==> src/rtl/stream_demux_pkg.sv <==
// Shared types and default sizing for the stream demultiplexer.
// Every file in the demux slice imports this package.
package stream_demux_pkg;

    typedef enum logic {
        EMPTY = 1'b0,
        FULL  = 1'b1
    } slot_state_t;

    localparam int DEFAULT_WIDTH = 8;
    localparam int DEFAULT_N     = 4;
    localparam int DROP_MAX      = 255;

endpackage

==> src/rtl/demux_slot.sv <==
// One-entry output slot: holds a single word for one channel.
// A refill on the same cycle as a drain keeps the slot full.
module demux_slot
    import stream_demux_pkg::*;
#(
    parameter int WIDTH = DEFAULT_WIDTH
) (
    input  logic             clk,
    input  logic             rst,
    input  logic             load,
    input  logic [WIDTH-1:0] load_data,
    input  logic             ready,
    output logic             valid,
    output logic             can_load,
    output logic [WIDTH-1:0] data
);

    slot_state_t state, next_state;
    logic [WIDTH-1:0] data_q;

    always_ff @(posedge clk) begin
        if (rst) begin
            state <= EMPTY;
        end else begin
            state <= next_state;
        end
    end

    always_comb begin
        next_state = state;
        case (state)
            EMPTY: if (load) next_state = FULL;
            FULL:  if (!load && ready) next_state = EMPTY;
        endcase
    end

    // The data register only moves on a load, so it holds while the slot stalls.
    always_ff @(posedge clk) begin
        if (rst) begin
            data_q <= '0;
        end else if (load) begin
            data_q <= load_data;
        end
    end

    assign valid    = (state == FULL);
    assign can_load = (state == EMPTY) || ready;
    assign data     = data_q;

endmodule

==> src/rtl/stream_demux.sv <==
// Routes one input stream to N single-entry output channels by in_sel.
// Words addressed past the last channel are accepted and counted as drops.
module stream_demux
    import stream_demux_pkg::*;
#(
    parameter  int WIDTH = DEFAULT_WIDTH,
    parameter  int N     = DEFAULT_N,
    localparam int SEL_W = (N > 1) ? $clog2(N) : 1
) (
    input  logic               clk,
    input  logic               rst,
    input  logic               in_valid,
    output logic               in_ready,
    input  logic [WIDTH-1:0]   in_data,
    input  logic [SEL_W-1:0]   in_sel,
    output logic [N-1:0]       out_valid,
    input  logic [N-1:0]       out_ready,
    output logic [N*WIDTH-1:0] out_data,
    output logic [7:0]         drop_count
);

    logic [N-1:0] sel_match;
    logic [N-1:0] slot_can_load;
    logic [N-1:0] slot_load;
    logic         in_range;
    logic         in_fire;

    // One-hot decode avoids indexing the slot arrays with an out-of-range select.
    always_comb begin
        sel_match = '0;
        for (int k = 0; k < N; k++) begin
            sel_match[k] = (in_sel == SEL_W'(k));
        end
    end

    assign in_range  = |sel_match;
    assign in_ready  = !rst && (!in_range || |(sel_match & slot_can_load));
    assign in_fire   = in_valid && in_ready;
    assign slot_load = sel_match & {N{in_fire}};

    for (genvar k = 0; k < N; k++) begin : g_slot
        demux_slot #(
            .WIDTH(WIDTH)
        ) u_slot (
            .clk      (clk),
            .rst      (rst),
            .load     (slot_load[k]),
            .load_data(in_data),
            .ready    (out_ready[k]),
            .valid    (out_valid[k]),
            .can_load (slot_can_load[k]),
            .data     (out_data[k*WIDTH +: WIDTH])
        );
    end

    always_ff @(posedge clk) begin
        if (rst) begin
            drop_count <= '0;
        end else if (in_fire && !in_range && (drop_count != 8'(DROP_MAX))) begin
            drop_count <= drop_count + 8'd1;
        end
    end

endmodule
==> config.mk <==
export PLATFORM = sky130hd
export DESIGN_NAME = stream_demux
export DESIGN_NICKNAME = d
export VERILOG_FILES = /design/src/rtl/stream_demux_pkg.sv /design/src/rtl/demux_slot.sv /design/src/rtl/stream_demux.sv
export SDC_FILE = /design/constraint.sdc
export NUM_CORES = 1
export LEC_CHECK = 0
export ABC_AREA = 1
export BUFFER_PORTS_ARGS = -buffer_cell sky130_fd_sc_hd__buf_2
export CAP_MARGIN = 0
export CELL_PAD_IN_SITES_DETAIL_PLACEMENT = 2
export CELL_PAD_IN_SITES_GLOBAL_PLACEMENT = 2
export CORE_MARGIN = 4
export CORE_UTILIZATION = 28
export CTS_CLUSTER_SIZE = 14
export DETAILED_ROUTE_END_ITERATION = 10
export GPL_TIMING_DRIVEN = 0
export PLACE_DENSITY = 0.91
export RECOVER_POWER = 50
export SYNTH_ARGS = -nofsm -noshare
export SYNTH_HDL_FRONTEND = slang
export SYNTH_SLANG_ARGS = --single-unit
==> constraint.sdc <==
create_clock -name clk -period 2.7 [get_ports clk]
set_input_delay 0.54 -clock clk [delete_from_list [all_inputs] [get_ports clk]]
set_output_delay 0.54 -clock clk [all_outputs]
set_load 0.03 [all_outputs]
### Yosys cells after proc, flatten, opt, wreduce, memory -nomap -nowiden

Cells that the tools add are included.

* word-level logic and storage cells: 54
* register bits: 44
* bits of input ports: 17

* mux-type cells: 12
* reductions and logical operators: 22
* bitwise operators: 6
* eq/ne operators: 4
* $add $sub $neg: 1

Operator list (count)
* 8-bit by 1-bit adder with 8-bit output (second input constant): 1
* 4-bit bitwise AND: 2
* 1-bit logical AND: 8
* 1-bit two-way mux: 8
* 8-bit inequality test (second input constant): 1
* 1-bit one-hot mux with 2 select lines: 4
* 4-bit OR reduction: 2
* 1-bit zero test: 6
* 1-bit logical OR: 5
* 2-bit equality test (second input constant): 2
* 1-bit NOT: 4
* 2-bit by 1-bit equality test with 1-bit output (second input constant): 1
* 2-bit zero test: 1

### Logic depth before layout (Yosys ltp)

* word-level depth: 12
* mapped depth: 10
* mapped depth without buffers: 10

### Cells and area by module

A second synthesis with hierarchy kept.

* cells, all modules: 200
* area, all modules: 1540.2 um2

Modules (own cells, without submodules)
* demux_slot: instances 4, cells an instance 38, area each 304.0 um2
* stream_demux: instances 1, cells an instance 48, area each 324.1 um2

### Worst setup path before layout

OpenSTA, ideal clock, no wires.

* kind: input to output
* start point: input port in_sel[0]
* end point: output port in_ready
* stages on the path: 7
* setup slack: 801 ps
* data arrival time: 1359 ps
* required time: 2160 ps
* path through: inv_1 nor2_2 nand2_1 nand2_1 nor2_1 nor2_4 buf_4

* word-level cells in the longest chain between the ends: 5
* elaborated cells between the ends (all ways): 10
* those cells by class: eq/ne: 3; bitwise: 1; reduce/logical: 6

Ends and longest elaborated chain
* from (decl): RTL line stream_demux.sv:15 `input logic [SEL_W-1:0] in_sel,`
* 2-bit by 1-bit equality test with 1-bit output (tied with other cells): RTL line stream_demux.sv:32 `sel_match[k] = (in_sel == SEL_W'(k));`
* 4-bit bitwise AND / 4-bit OR reduction (equally long branches): RTL line stream_demux.sv:37, stream_demux.sv:36
* 4-bit OR reduction / 1-bit zero test (equally long branches): RTL line stream_demux.sv:37 `assign in_ready = !rst && (!in_range || |(sel_match & slot_can_load));`
* 1-bit logical OR *: RTL line stream_demux.sv:37
* 1-bit logical AND *: RTL line stream_demux.sv:37
* to (decl): RTL line stream_demux.sv:13 `output logic in_ready,`

Every way passes the cells marked *; elsewhere a longest branch is shown, timed or not.

### Final worst setup path

Same ends and word-level chain as after synthesis.

==> results_dict.tcl <==
set metrics [dict create \
    fin_nets 394 \
    fin_skew_ps 4.63 \
    placement.io_buffers 60 \
    power_w 0.00141 \
    regArea_um2 881 \
    grt_pass1_vias 2307 \
    die-area_um2 8750 \
    grt_pass1_wl_um 11000 \
    htreeDepth 2 \
    core-area_um2 6940 \
    setup_slack_ps 210 \
    fin_crit_ps 2490 \
    post_route_cells_drive_above_1_share_pct 13.0 \
    rsz0062_at_grt "no" \
    met3_length_um 281 \
    dp_slack_ps 249 \
    critPathTopFamily "simple AND/OR/NAND/NOR gates" \
    clkTransAtPathRegs_ps 90 \
    slowest_delay_ps 320 \
    num_vias 2076 \
    multiInputGateArea_um2 747 \
    yosys_warnings 0 \
    final_cell_mix "inv_1, nand2_1, dfxtp_1, nor2_1, clkbuf_1" \
    drt_pass1_iterations 4 \
    final_hold_viol_count 0 \
    gr-usage-all-layers_pct 16.0 \
    critical_path_class "in -> out" \
    maxCapViolCount 0 \
    slowest_stage "nor2_2" \
    end_kind "primary output" \
    ir_drop_mv 0.212 \
    synth_fa_ha_area_share_pct 0 \
    ctsResizeCount 0 \
    status "finished clean" \
    fin_crit_sh_pct 92.2 \
    synth-simple-area-share_pct 35.5 \
    drt_iter0_markers 49 \
    place.detailed.hpwl_um 5140 \
    timing.fmax_mhz 402 \
    yosysUniqueCellTypes 16 \
    drtAntennaViolNets 0 \
    die_width_um 93.6 \
    synth_area_leader_cell "dfxtp_1" \
    syn_area_per_cell_um2 6.61 \
    holdBufCountCts 0 \
    netlist_instances 310 \
    die_h_um 93.6 \
    hold_class "reg -> reg" \
    synth-seq-cells 44 \
    slew_headroom_pct 67.2 \
    n_fill_cell 913 \
    antenna_cells 0 \
    tightestPinTransition_ps 492 \
    clk_latency_ps 300 \
    crit_required_ps 2160 \
    cp_max_fo 10 \
    dpl-instance-area_um2 2470 \
    ioPinCount 62 \
    synth_top_area_share_pct 43.0 \
    drc 0 \
    wl_met1_um 2820 \
    worstPathArrival_ps 1950 \
    wl_per_cell_um 14.0 \
    cts_setup_buffers 0 \
    num_rows 30 \
    drv_slew 0 \
    cts_buffers 5 \
    synth_xor_area_share_pct 0 \
    clockRootBuffer "clkbuf_8" \
    start_util_pct 29.5 \
    netlist_top_cells_area "dfxtp_1, inv_1, nand2_1" \
    areaGrowthSynthToFinish_pct 24.2 \
    finalSetupViolCount 0 \
    timing.critical_path.buf_inv 4 \
    synth_compound_area_share_pct 0.977 \
    wl_met2_um 3480 \
    startpoint_type "input port" \
    p_leak_nw 1.27 \
    drt_wl_total_um 6650 \
    ys_seq_area_share_pct 43.0 \
    clock_sinks 44 \
    grt_max_degree 15 \
    cts_tree "yes" \
    fin_setup_tns_ps 0 \
    top_layer "met4" \
    yosys-mux-area-fraction_pct 0 \
    syn_nets 327 \
    fin_area_um2 2540 \
    p_per_area_nw_per_um2 555 \
    path_cells "buf_2, inv_1, nor2_2, nand2_1, nand2_1, nor2_1, nor2_4, buf_4, buf_2" \
    gp_congestion 0.820 \
    cts.path.max_buffers 2 \
    syn-cell-area_um2 2050 \
    antenna_found_initial 0 \
    synth_top_family_by_area "simple AND/OR/NAND/NOR gates" \
    routed_via_density 4.38 \
    mostFrequentLayoutCell "inv_1" \
    grt.overflow.total 0 \
]
==> path summary, 6_finish.rpt <==
kind	start	to	slack, ps	cells past startpoint
setup / recovery	in_sel[0]	in_ready	210	9
hold / removal	drop_count[2]	drop_count[2]	430	2
hold reg to reg	drop_count[2]	drop_count[2]	430	2
setup reg to reg	g_slot[2].u_slot.valid	g_slot[0].u_slot.data[4]	1240	9
==> layer usage <==
layer,global-route usage (%),vias to the layer above
li1,-,1042
met4,3.97,0
met3,3.86,6
met1,17.5,986
met2,30.4,42
met5,0,-
==> kinds of logic (layout without fill, tap and decap cells) <==
kind of cell | count (synthesis) | in the layout
compound gates | 4 | 4
buf+inv | 105 | 173
flops | 44 | 44
simple gates | 157 | 157
==> synthesized netlist by cell type <==
cell and number:
buf_1 6, nand4_1 32, nor2_2 3, buf_4 7, nor2_1 41, buf_2 1
nand2_4 1, clkinv_1 1, inv_2 1, nand2_1 75, dfxtp_1 44, inv_1 88
a21oi_1 4, nand4_2 4, clkbuf_1 1, nor2_4 1
==> metrics by stage <==
step,hold slack (ps),util [%],instances
after global routing,446,36.6,474
after detailed placement,416,35.6,466
after global placement,407,35.6,466
after CTS,431,37.3,474
final,428,36.6,474
after floorplan,459,-,310
==> cell type report <==
cell class	count	share of cell area, %
buffer	15	3.29
clock buffer	6	3.24
clock inverter	2	1.52
inverter	90	13.3
multi-input combinational	161	29.4
sequential	44	34.6
tap	96	4.72
timing repair buffer	60	9.98
==> worst reg2reg max path: cells and delay by family, from the launching register on <==
kind	cells	cell delay, ps
simple gates	7	920
flops	1	320
buf+inv	2	150
==> report_power, final <==
part	internal (W)	switching, W
clock network	0.000303	0.000238
logic	0.0000538	0.000146
registers	0.000664	0.00000822
total	0.00102	0.000393
==> registers in the layout, summed over array words and instances (netlist names) <==
signal	cells
drop_count	8
g_slot.u_slot.data	32
g_slot.u_slot.valid	4
Power figures use the tool's default switching activity.
